### config.mk
export PLATFORM = sky130hd
export DESIGN_NAME = config_loader_flat
export DESIGN_NICKNAME = d
export VERILOG_FILES = /design/src/rtl/config_loader_pkg.sv /design/src/rtl/config_loader_if.sv /design/src/rtl/config_strobe_timer.sv /design/src/rtl/config_loader.sv /design/src/flat_wrapper.sv
export SDC_FILE = /design/constraint.sdc
export NUM_CORES = 1
export LEC_CHECK = 0
export CAP_MARGIN = 30
export CORE_UTILIZATION = 42
export CTS_CLUSTER_DIAMETER = 30
export DETAILED_ROUTE_END_ITERATION = 10
export PLACE_DENSITY = 0.77
export SKIP_LAST_GASP = 1
export SLEW_MARGIN = 5
export SYNTH_ARGS = -nofsm -noshare
export SYNTH_HDL_FRONTEND = slang
export SYNTH_SLANG_ARGS = --single-unit
### constraint.sdc
create_clock -name clk -period 1.9 [get_ports clk]
set_clock_uncertainty 0.2 [all_clocks]
set_input_delay 0.19 -clock clk [delete_from_list [all_inputs] [get_ports clk]]
set_output_delay 0.19 -clock clk [all_outputs]
set_load 0.01 [all_outputs]
### src/rtl/config_loader_pkg.sv
// Shared types and sizing constants for the configuration loader.
package config_loader_pkg;

  localparam int DEF_NUM_WORDS = 33;
  localparam int DEF_WORD_W    = 32;
  localparam int TIMER_W       = 4;

  // Width needed to hold a slot count from 0 up to and including n.
  function automatic int count_width(input int n);
    return $clog2(n + 1);
  endfunction

  localparam int DEF_COUNT_W = count_width(DEF_NUM_WORDS);

  typedef enum logic [2:0] {
    ST_IDLE,
    ST_WAIT_WORD,
    ST_SETUP,
    ST_STROBE,
    ST_HOLD,
    ST_DONE
  } state_t;

endpackage

### src/rtl/config_loader_if.sv
// Word-stream and latch-bus signals between a controller and the loader.
interface config_loader_if
  import config_loader_pkg::*;
#(
  parameter int NUM_WORDS = DEF_NUM_WORDS,
  parameter int WORD_W    = DEF_WORD_W
) ();

  localparam int COUNT_W = count_width(NUM_WORDS);

  logic                 io_start;
  logic                 io_abort;
  logic                 io_word_valid;
  logic [WORD_W-1:0]    io_word_bits;
  logic                 io_word_ready;
  logic [WORD_W-1:0]    io_d_out;
  logic [NUM_WORDS-1:0] io_configs_en;
  logic                 io_busy;
  logic                 io_done;
  logic [COUNT_W-1:0]   io_count;

  modport master (
    output io_start, io_abort, io_word_valid, io_word_bits,
    input  io_word_ready, io_d_out, io_configs_en, io_busy, io_done, io_count
  );

  modport slave (
    input  io_start, io_abort, io_word_valid, io_word_bits,
    output io_word_ready, io_d_out, io_configs_en, io_busy, io_done, io_count
  );

endinterface

### src/rtl/config_strobe_timer.sv
// Down-counter that times how long a latch enable stays high.
module config_strobe_timer
  import config_loader_pkg::*;
#(
  parameter int STROBE_CYCLES = 1
) (
  input  logic clk,
  input  logic reset,
  input  logic load,
  input  logic tick,
  output logic expired
);

  logic [TIMER_W-1:0] cnt;

  // Load the strobe length, then count down once per strobe cycle.
  always_ff @(posedge clk) begin
    if (reset) begin
      cnt <= '0;
    end else if (load) begin
      cnt <= TIMER_W'(STROBE_CYCLES);
    end else if (tick && (cnt != '0)) begin
      cnt <= cnt - TIMER_W'(1);
    end
  end

  // Terminal count of 1 marks the last strobe cycle.
  assign expired = tick && (cnt == TIMER_W'(1));

endmodule

### src/rtl/config_loader.sv
// Streams NUM_WORDS words onto a shared bus and pulses one latch enable per
// word, keeping the bus stable whenever any enable is high.
//
//   state     | meaning
//   IDLE      | waiting for start, bus holds last word
//   WAIT_WORD | ready high, waiting for the next word
//   SETUP     | new word on bus, enables low
//   STROBE    | enable of current slot high for STROBE_CYCLES
//   HOLD      | enables low again, bus still stable
//   DONE      | one-cycle completion pulse
module config_loader
  import config_loader_pkg::*;
#(
  parameter int NUM_WORDS     = DEF_NUM_WORDS,
  parameter int WORD_W        = DEF_WORD_W,
  parameter int STROBE_CYCLES = 1
) (
  input logic            clk,
  input logic            reset,
  config_loader_if.slave bus
);

  localparam int                   COUNT_W  = count_width(NUM_WORDS);
  localparam logic [NUM_WORDS-1:0] EN_ONE   = NUM_WORDS'(1);
  localparam logic [COUNT_W-1:0]   LAST_IDX = COUNT_W'(NUM_WORDS - 1);

  state_t             state;
  logic [COUNT_W-1:0] index;
  logic               strobe_expired;

  config_strobe_timer #(
    .STROBE_CYCLES(STROBE_CYCLES)
  ) u_timer (
    .clk    (clk),
    .reset  (reset),
    .load   (state == ST_SETUP),
    .tick   (state == ST_STROBE),
    .expired(strobe_expired)
  );

  // Sequencer with every output registered alongside the state.
  always_ff @(posedge clk) begin
    if (reset) begin
      state             <= ST_IDLE;
      index             <= '0;
      bus.io_d_out      <= '0;
      bus.io_configs_en <= '0;
      bus.io_word_ready <= 1'b0;
      bus.io_busy       <= 1'b0;
      bus.io_done       <= 1'b0;
      bus.io_count      <= '0;
    end else if (bus.io_abort && (state != ST_IDLE)) begin
      // Abort wins over any accept in the same cycle; count is kept.
      state             <= ST_IDLE;
      bus.io_configs_en <= '0;
      bus.io_word_ready <= 1'b0;
      bus.io_busy       <= 1'b0;
      bus.io_done       <= 1'b0;
    end else begin
      case (state)
        ST_IDLE: begin
          bus.io_done <= 1'b0;
          if (bus.io_start) begin
            state             <= ST_WAIT_WORD;
            index             <= '0;
            bus.io_count      <= '0;
            bus.io_word_ready <= 1'b1;
            bus.io_busy       <= 1'b1;
          end
        end
        ST_WAIT_WORD: begin
          if (bus.io_word_valid) begin
            state             <= ST_SETUP;
            bus.io_d_out      <= WORD_W'(bus.io_word_bits);
            bus.io_word_ready <= 1'b0;
          end
        end
        ST_SETUP: begin
          state             <= ST_STROBE;
          bus.io_configs_en <= EN_ONE << index;
        end
        ST_STROBE: begin
          if (strobe_expired) begin
            state             <= ST_HOLD;
            bus.io_configs_en <= '0;
          end
        end
        ST_HOLD: begin
          index        <= index + COUNT_W'(1);
          bus.io_count <= bus.io_count + COUNT_W'(1);
          if (index == LAST_IDX) begin
            state       <= ST_DONE;
            bus.io_done <= 1'b1;
          end else begin
            state             <= ST_WAIT_WORD;
            bus.io_word_ready <= 1'b1;
          end
        end
        ST_DONE: begin
          state       <= ST_IDLE;
          bus.io_done <= 1'b0;
          bus.io_busy <= 1'b0;
        end
        default: begin
          state             <= ST_IDLE;
          bus.io_configs_en <= '0;
          bus.io_word_ready <= 1'b0;
          bus.io_busy       <= 1'b0;
          bus.io_done       <= 1'b0;
        end
      endcase
    end
  end

endmodule

### src/flat_wrapper.sv
// flat-port wrapper written by rule: the top's interface ports become plain ports
module config_loader_flat import config_loader_pkg::*;
#(
  parameter int NUM_WORDS     = DEF_NUM_WORDS,
  parameter int WORD_W        = DEF_WORD_W,
  parameter int STROBE_CYCLES = 1
)
  (clk, reset, bus_io_start, bus_io_abort, bus_io_word_valid, bus_io_word_bits, bus_io_word_ready, bus_io_d_out, bus_io_configs_en, bus_io_busy, bus_io_done, bus_io_count);
  config_loader_if #(.NUM_WORDS(NUM_WORDS), .WORD_W(WORD_W)) bus_i ();
  input logic clk;
  input logic reset;
  input wire logic [$bits(bus_i.io_start)-1:0] bus_io_start;
  input wire logic [$bits(bus_i.io_abort)-1:0] bus_io_abort;
  input wire logic [$bits(bus_i.io_word_valid)-1:0] bus_io_word_valid;
  input wire logic [$bits(bus_i.io_word_bits)-1:0] bus_io_word_bits;
  output wire logic [$bits(bus_i.io_word_ready)-1:0] bus_io_word_ready;
  output wire logic [$bits(bus_i.io_d_out)-1:0] bus_io_d_out;
  output wire logic [$bits(bus_i.io_configs_en)-1:0] bus_io_configs_en;
  output wire logic [$bits(bus_i.io_busy)-1:0] bus_io_busy;
  output wire logic [$bits(bus_i.io_done)-1:0] bus_io_done;
  output wire logic [$bits(bus_i.io_count)-1:0] bus_io_count;
  assign bus_i.io_start = bus_io_start;
  assign bus_i.io_abort = bus_io_abort;
  assign bus_i.io_word_valid = bus_io_word_valid;
  assign bus_i.io_word_bits = bus_io_word_bits;
  assign bus_io_word_ready = bus_i.io_word_ready;
  assign bus_io_d_out = bus_i.io_d_out;
  assign bus_io_configs_en = bus_i.io_configs_en;
  assign bus_io_busy = bus_i.io_busy;
  assign bus_io_done = bus_i.io_done;
  assign bus_io_count = bus_i.io_count;
  config_loader #(.NUM_WORDS(NUM_WORDS), .WORD_W(WORD_W), .STROBE_CYCLES(STROBE_CYCLES)) u_core (.clk(clk), .reset(reset), .bus(bus_i));
endmodule
==> results of run 1 <==
[power groups by stage]
stage | logic, W | registers, W | clock network (W)
after detailed placement | 0.000400 | 0.00192 | 0
final | 0.000402 | 0.00188 | 0.00142
after global routing | 0.000437 | 0.00189 | 0.00151
after CTS | 0.000403 | 0.00188 | 0.00144
after global placement | 0.000393 | 0.00192 | 0
after floorplan | 0.000183 | 0.00193 | 0
[kinds of logic (layout without fill, tap and decap cells)]
group                    count (synthesis)  count (layout)  share of synthesized area
AND/OR/NAND/NOR                        161             161                     0.2046
AO/OA/AOI/OAI                          105             105                     0.1993
flip-flops                              87              87                     0.4901
buffers and inverters                   42             157                    0.05915
adder cells (fa/ha/maj)                  9               9                    0.03169
XOR/XNOR                                 5               5                    0.01233
multiplexers                             1               1                   0.002817
[routing by layer]
layer  GRT usage  vias to the layer above
met5           0                        -
met4     0.07821                        0
met3     0.04369                       11
met2      0.3406                       86
met1      0.2521                     1584
li1            -                     1638
[flip-flops by register name, indices dropped and copies added (netlist names)]
register,count
u_core.bus.io_busy,1
u_core.bus.io_word_ready,1
u_core.bus.io_configs_en,33
u_core.index,6
u_core.bus.io_count,6
u_core.u_timer.cnt,4
u_core.state,3
u_core.bus.io_d_out,32
u_core.bus.io_done,1
[synthesized netlist by cell type, types with 2 or more instances]
| cell type | n |
|---|---|
| and2_1 | 2 |
| and3_1 | 3 |
| dfxtp_1 | 87 |
| nor3b_1 | 2 |
| nand3_1 | 6 |
| inv_1 | 8 |
| xor2_1 | 2 |
| buf_6 | 3 |
| clkbuf_1 | 14 |
| o21ai_0 | 2 |
| nor2b_1 | 8 |
| nand2b_1 | 4 |
| xnor2_1 | 3 |
| nor2_1 | 51 |
| a32oi_1 | 29 |
| buf_2 | 10 |
| nor3_1 | 3 |
| nand2_1 | 72 |
| clkbuf_2 | 2 |
| ha_1 | 9 |
| nand4_1 | 2 |
| a211oi_1 | 7 |
| buf_4 | 4 |
| o21a_1 | 2 |
| a22oi_1 | 7 |
| o21ai_1 | 2 |
| a21oi_1 | 46 |
[final timing paths]
kind	cells after the start	startpoint	slack, ps	endpoint
hold / removal	3	bus_io_word_bits[31]	170	u_core.bus.io_d_out[31]
setup reg to reg	8	u_core.u_timer.cnt[1]	170	u_core.bus.io_configs_en[7]
hold reg to reg	2	u_core.bus.io_d_out[27]	260	u_core.bus.io_d_out[27]
setup / recovery	1	u_core.bus.io_count[0]	150	bus_io_count[0]
[through the flow]
stage | hold slack, ps | area, µm² | util
2_1_floorplan | 126.0 | 3553 | -
3_3_place_gp | 242.0 | 4856 | 0.5910
3_5_place_dp | 247.9 | 4856 | 0.5910
4_1_cts | 154.1 | 5072 | 0.6173
5_1_grt | 160.5 | 5075 | 0.6176
6_report | 170.8 | 5075 | 0.6176
[final cells by class]
cell class              count  area, µm²  area share
inverters                   8      30.03    0.005917
well taps                 105      131.4     0.02589
flip-flops and latches     87       1744      0.3437
multi-input cells         281       1609      0.3171
clock buffers               9      123.9     0.02441
clock inverters             6      92.59     0.01824
repair buffers            134       1344      0.2648
==> run summary, run 1 <==
The mean instance size in the synthesized netlist is 8.667 µm². The total CTS buffers came out at 9. The number of synthesized flops with an enable pin came out at 0.

At the placement stage, the worst setup path has a slack of 73.10 ps. The worst slew margin relative to its limit is 0.6935. The Yosys step of the flow raised 0 warnings. Of the available clock period, the critical path in the final layout requires 0.9237.

The largest individual stage delay along the critical path comes from the cell clkdlybuf4s50_1. The number of antenna violations at the first check in global routing came out at 0. The number of endpoints with negative hold slack in the final report came out at 0. The detailed-placement wirelength estimate is about 6.3 mm.

The worst-margin pin slew came out at 458.8 ps. The average detailed-routed wire length per instance is 14.44 µm. Summed over all nets, the switching power comes to between 0.0008 and 0.0009 W. Along the worst path, the maximum fanout reaches 5.

The share of synthesized area occupied by flip-flops and latches came out at 0.4901. The number of input and output port buffers inserted is 110. After synthesis, the netlist uses 47 different library cells. Of the total power, the clock network draws 0.383. Fill cells in the final layout number 684. Once detail routing completed, the nets flagged for antenna violations numbered 0. The sum of overflow across all layers after global routing came out at 0.

The total detailed-routing wirelength came out at 9.098 mm. Wire segments on met2 add up to 4.613 mm in the final route. The synthesis-to-finish area growth is 42.82%. Counting flops and latches in the post-synthesis netlist gives 87.

The post-synth design cell area came out at 0.003553 mm². The maximum number of buffers from clock root to sink came out at 2. The starting density of the core came out at 0.4325. The number of levels in the clock H-tree is 3. The analysis attributes to cell leakage a power of 1.763 nW. The post-CTS setup repair buffer count came out at 0. The overall power of the completed layout is 0.003704 W.

The net count of the finished layout is 567. Setup repair after global routing left no endpoint under its margin. The CTS tree is yes. The amount of wire on met3 after detailed routing came out at 433 µm. The library cell used most frequently in the layout, excluding fill and tap cells, is clkdlybuf4s50_1. The most used flip-flop cell after synthesis is dfxtp_1. The via count of the first global-routing pass came out at 2,958. The type of the worst setup path is flip-flop to primary output. Data on the critical path is required at its endpoint by 1510 ps. The power density relative to cell area came out at 729.8 mW/mm². The clock transition at the registers of the reported paths is 100 ps. The total of hold buffers inserted after clock tree synthesis came out at 0. The routability congestion estimate is around 0.8. The first-pass GRT wire length came out at 14.25 mm. The net count of the mapped netlist is 456.

The later-pin clock latency in the skew report came out at 350 ps. Data on the critical path arrives at its endpoint at 1360 ps. STA classifies the critical path startpoint as a flip-flop.

The count of final max-slew check failures is 0. The critical path capture point type is a primary output. The number of maximum-capacitance constraint violations is 0. The number of vias in the routed layout came out at 3,319.

The buffers plus inverters on the worst setup path is 1. The part of the total power dissipated in sequential elements came out at 0.508. The total number of placement rows is 33.

The highest metal layer with signal wires is met4. The proportion of total power due to net switching came out at 0.2422. For this design, the sink count on the clock tree is a little under 90. Summed over all instances, the cell type with the most area after synthesis is dfxtp_1. IR analysis of the VDD net gives a maximum drop of 499.3 µV.

The fraction of layout cells with a size suffix above 1 came out at 0.09143. The final sum of negative setup slack came out at 0 ps. The antenna cell count came out at 0. The worst path needs 1755 ps of the cycle, external delays included. The floorplan step set the die height to 93.98 µm.

The run finished with clean final reports. The post-layout worst setup margin came out at 145.0 ps. The count of TritonRoute iterations in the first routing pass is 5.

The wire length on met1 is 3.920 mm. Traced cell by cell, the critical path runs through clkdlybuf4s50_1. The floorplan core area came out at 0.008217 mm². The horizontal die dimension is roughly 94 µm. The gate count of the mapped netlist is 410. The total instance count after detailed placement is 615. Internal power comes to roughly 0.0028 W. The peak per-stage delay on the critical path came out at 590 ps. The root buffer cell chosen for the clock tree is clkbuf_8. In the post-synthesis netlist, the biggest area contributors are dfxtp_1, nand2_1, a32oi_1. The worst hold path belongs to the class input port to flip-flop.

The floorplan step defined a die boundary enclosing 0.008832 mm². In the layout the commonest cells are clkdlybuf4s50_1, dfxtp_1, nand2_1. Setup violations remaining at the end of the flow were counted as 0. The post-route DRC violation count came out at 0. The maximum number of pins on one net before global-route repair is 36. The share of total power in combinational logic is 0.108. The fraction of post-synthesis cell area in the top cell type by area came out at 0.4901. The post-cts resize count is 0. For this run, the number of standard cells in the final layout without fillers is 630. In the synthesized netlist the async set-or-reset flop fraction comes to 0. The total track usage came out at 0.2027. Broken down by cell family, the worst path's largest delay share belongs to buffers and inverters.

The number of DRC markers in iteration 0 came out at 153. The highest clock frequency the design can meet is 0.5698 GHz. The I/O pin total is 111. The via density per instance came out at 5.268.
(Power assumes the default switching activity.)
==> run 2: changes to the inputs <==
--- a/config.mk
+++ b/config.mk
@@ -10,7 +10,6 @@
 export CTS_CLUSTER_DIAMETER = 30
 export DETAILED_ROUTE_END_ITERATION = 10
 export PLACE_DENSITY = 0.77
-export SKIP_LAST_GASP = 1
 export SLEW_MARGIN = 5
 export SYNTH_ARGS = -nofsm -noshare
 export SYNTH_HDL_FRONTEND = slang
==> results of run 2 <==
The final DEF is identical to that of run 1; final timing and power are the same.
==> run 3: changes to the inputs <==
--- a/config.mk
+++ b/config.mk
@@ -10,6 +10,7 @@
 export CTS_CLUSTER_DIAMETER = 30
 export DETAILED_ROUTE_END_ITERATION = 10
 export PLACE_DENSITY = 0.77
+export RECOVER_POWER = 100
 export SLEW_MARGIN = 5
 export SYNTH_ARGS = -nofsm -noshare
 export SYNTH_HDL_FRONTEND = slang
==> run summary, run 3 (synthesis gave the netlist of run 1 again) <==
The run finished with clean final reports. The total number of placement rows came out at 33. In this design, the stage delay of the slowest critical-path cell is 660 ps. The I/O pin total is approximately 110.

In this run the tightest slew margin relative to its limit is 0.7028. In the finished design, the share of the clock period the worst path needs comes to 0.9509. For this design the ratio of total power to cell area is 729.3 mW/mm².

The maximum number of pins on one net before global-route repair is 36. The count of TritonRoute iterations in the first routing pass came out at 4. The height of the die is 93.98 µm. The number of endpoints with negative hold slack in the final report is 0. The via count of the first global-routing pass is about 3,000. The average detailed-routed wire length per instance came out at 14.33 µm. The footprint of the flip-flops and latches is 0.001744 mm². The total leakage power is about 2.0 nW.

The startpoint class of the critical path is a flip-flop. Summed over all layers, the global routing overflow is 0. The most frequent standard cell in the layout excluding fill and tap cells is dfxtp_1. The met1 track demand over resource is 0.2521. In the global route stage, met2 resource usage came out at 0.3406.

The number of nets in the layout is 567. The total CTS buffers came out at 9. The number of buffers and inverters on the critical path is 1. The initial utilization of the core area, before any placement, comes to 0.4325.

The fraction of layout cells with a size suffix above 1 is 0.08571. The later-pin clock latency in the skew report came out at about 350 ps. The total track usage is 0.2027. The layer flagged by global routing as most heavily used is met2. Adding up every negative setup slack in the final design gives 0 ps. Max-cap violations in this run came to 0. The antenna cell count is 0.

For this run, design rule violations remaining after detail routing come to 0. The largest individual stage delay along the critical path comes from the cell dlygate4sd3_1. The routability congestion estimate came out at roughly 0.80. For this run, global-route usage on met3 was measured as 0.04369. The clock period minus final worst setup slack came out at about 1800 ps. The final-report setup violation count is 0. The number of vias in the routed layout is 3,288.

The final-layout fill cell count is 688. Walking the worst path, the cells encountered are dlygate4sd3_1. After clock tree synthesis, the setup repair step added 0 buffers. The largest registers in the layout are u_core.bus.io_configs_en: 33 flops, u_core.bus.io_d_out: 32 flops. The via density per instance is 5.219. The number of antenna violations at the first check in global routing is 0.

The data arrival time at the worst-slack endpoint is ~1400 ps. The die covers slightly below 0.009 mm². The floorplan core area is 0.008217 mm². The horizontal die dimension is 93.98 µm. The detailed-placement wirelength estimate came out at 6.330 mm.

The required time of the critical path came out at roughly 1500 ps. The synthesis-to-finish area growth is 42.43%. The most flop-heavy register is u_core.bus.io_configs_en. STA classifies the critical path endpoint as a primary output. Final hold analysis gives a worst-case slack of 170.3 ps. In the layout the commonest cells are dfxtp_1, dlygate4sd3_1, nand2_1. Setup repair after global routing left no endpoint under its margin.

The clock drives 87 sinks. The type of the worst setup path is flip-flop to primary output. Among cell families on the critical path, the largest total delay comes from buffers and inverters.

The count of final max-slew check failures is 0. The maximum number of buffers from clock root to sink came out at 2. The maximum VDD drop came out at 499.1 µV. The first global-routing pass estimated about 14 mm of wire.

The worst-margin pin slew is 444.9 ps. Summed over all layers, the routed wires come to 9.031 mm. Once detail routing completed, the nets flagged for antenna violations numbered 0. The maximum net fanout on the critical path came out at 6.

After the first detailed-routing iteration, the DRC count stood at 133. TritonCTS built the clock tree. The number of levels in the clock H-tree is 3.

The clock transition at the registers of the reported paths is approximately 100 ps. The number of input and output port buffers inserted came out at 110. The root buffer selected by CTS is clkbuf_8.

The worst hold path belongs to the class input port to flip-flop. The register with the most flip-flops in the layout has 33 of them. Summing all multi-input logic gate instances after layout gives 0.001602 mm². For this run, the top clock speed supported by timing is around 0.55 GHz.
==> run 3: per-layer routing <==
layer | vias to the layer above | wire [µm] | share of wire
met4 | 0 | 147 | 0.016
met1 | 1566 | 3904 | 0.43
met5 | - | 0 | 0
met3 | 13 | 387 | 0.043
li1 | 1640 | - | -
met2 | 69 | 4591 | 0.51
==> run 3: stage by stage <==
stage          worst slack (ps)  utilization  std cells  total power (W)  area [µm²]
4_1_cts                   131.8       0.6173        630         0.003728        5072
2_1_floorplan             86.63            -        410         0.002112        3553
3_5_place_dp              73.10       0.5910        615         0.002325        4856
5_1_grt                   14.37       0.6160        630         0.003818        5061
3_3_place_gp              97.48       0.5910        615         0.002316        4856
6_report                  93.23       0.6160        630         0.003691        5061
==> run 3: area by class of cell <==
cell class / instances / share of cell area
inverters: 8 / 0.005933
clock inverters: 6 / 0.01829
clock buffers: 9 / 0.02447
flip-flops and latches: 87 / 0.3446
multi-input cells: 281 / 0.3164
repair buffers: 134 / 0.2643
well taps: 105 / 0.02596
==> run 3: worst reg2reg max path, cell delays in order (launching register included) <==
cell,delay (ps)
dfxtp_1,530
buf_12,170
nor3_2,40
o21bai_1,390
buf_12,250
nor2_1,90
==> run 3: power by group <==
part / internal (W) / switching, W / total [W]
registers: 0.00185 / 0.0000273 / 0.00188
clock network: 0.000743 / 0.000679 / 0.00142
logic: 0.000198 / 0.000190 / 0.000388
total: 0.00279 / 0.000896 / 0.00369
==> run 3: what timing repair did <==
| action | 4_1_cts | 5_1_grt |
|---|---|---|
| endpoints found under the setup margin | 0 | 3 |
| hold buffers | 0 | 0 |
| resized for setup | 0 | 2 |
==> run 3: final timing paths <==
path / from / endpoint / slack, ps / depth (start not counted)
worst max register to register: u_core.state[1] / u_core.bus.io_configs_en[2] / 130 / 5
worst min-delay path: bus_io_word_bits[13] / u_core.bus.io_d_out[13] / 170 / 3
worst min register to register: u_core.bus.io_d_out[26] / u_core.bus.io_d_out[26] / 250 / 2
worst max-delay path: u_core.bus.io_count[2] / bus_io_count[2] / 90 / 1
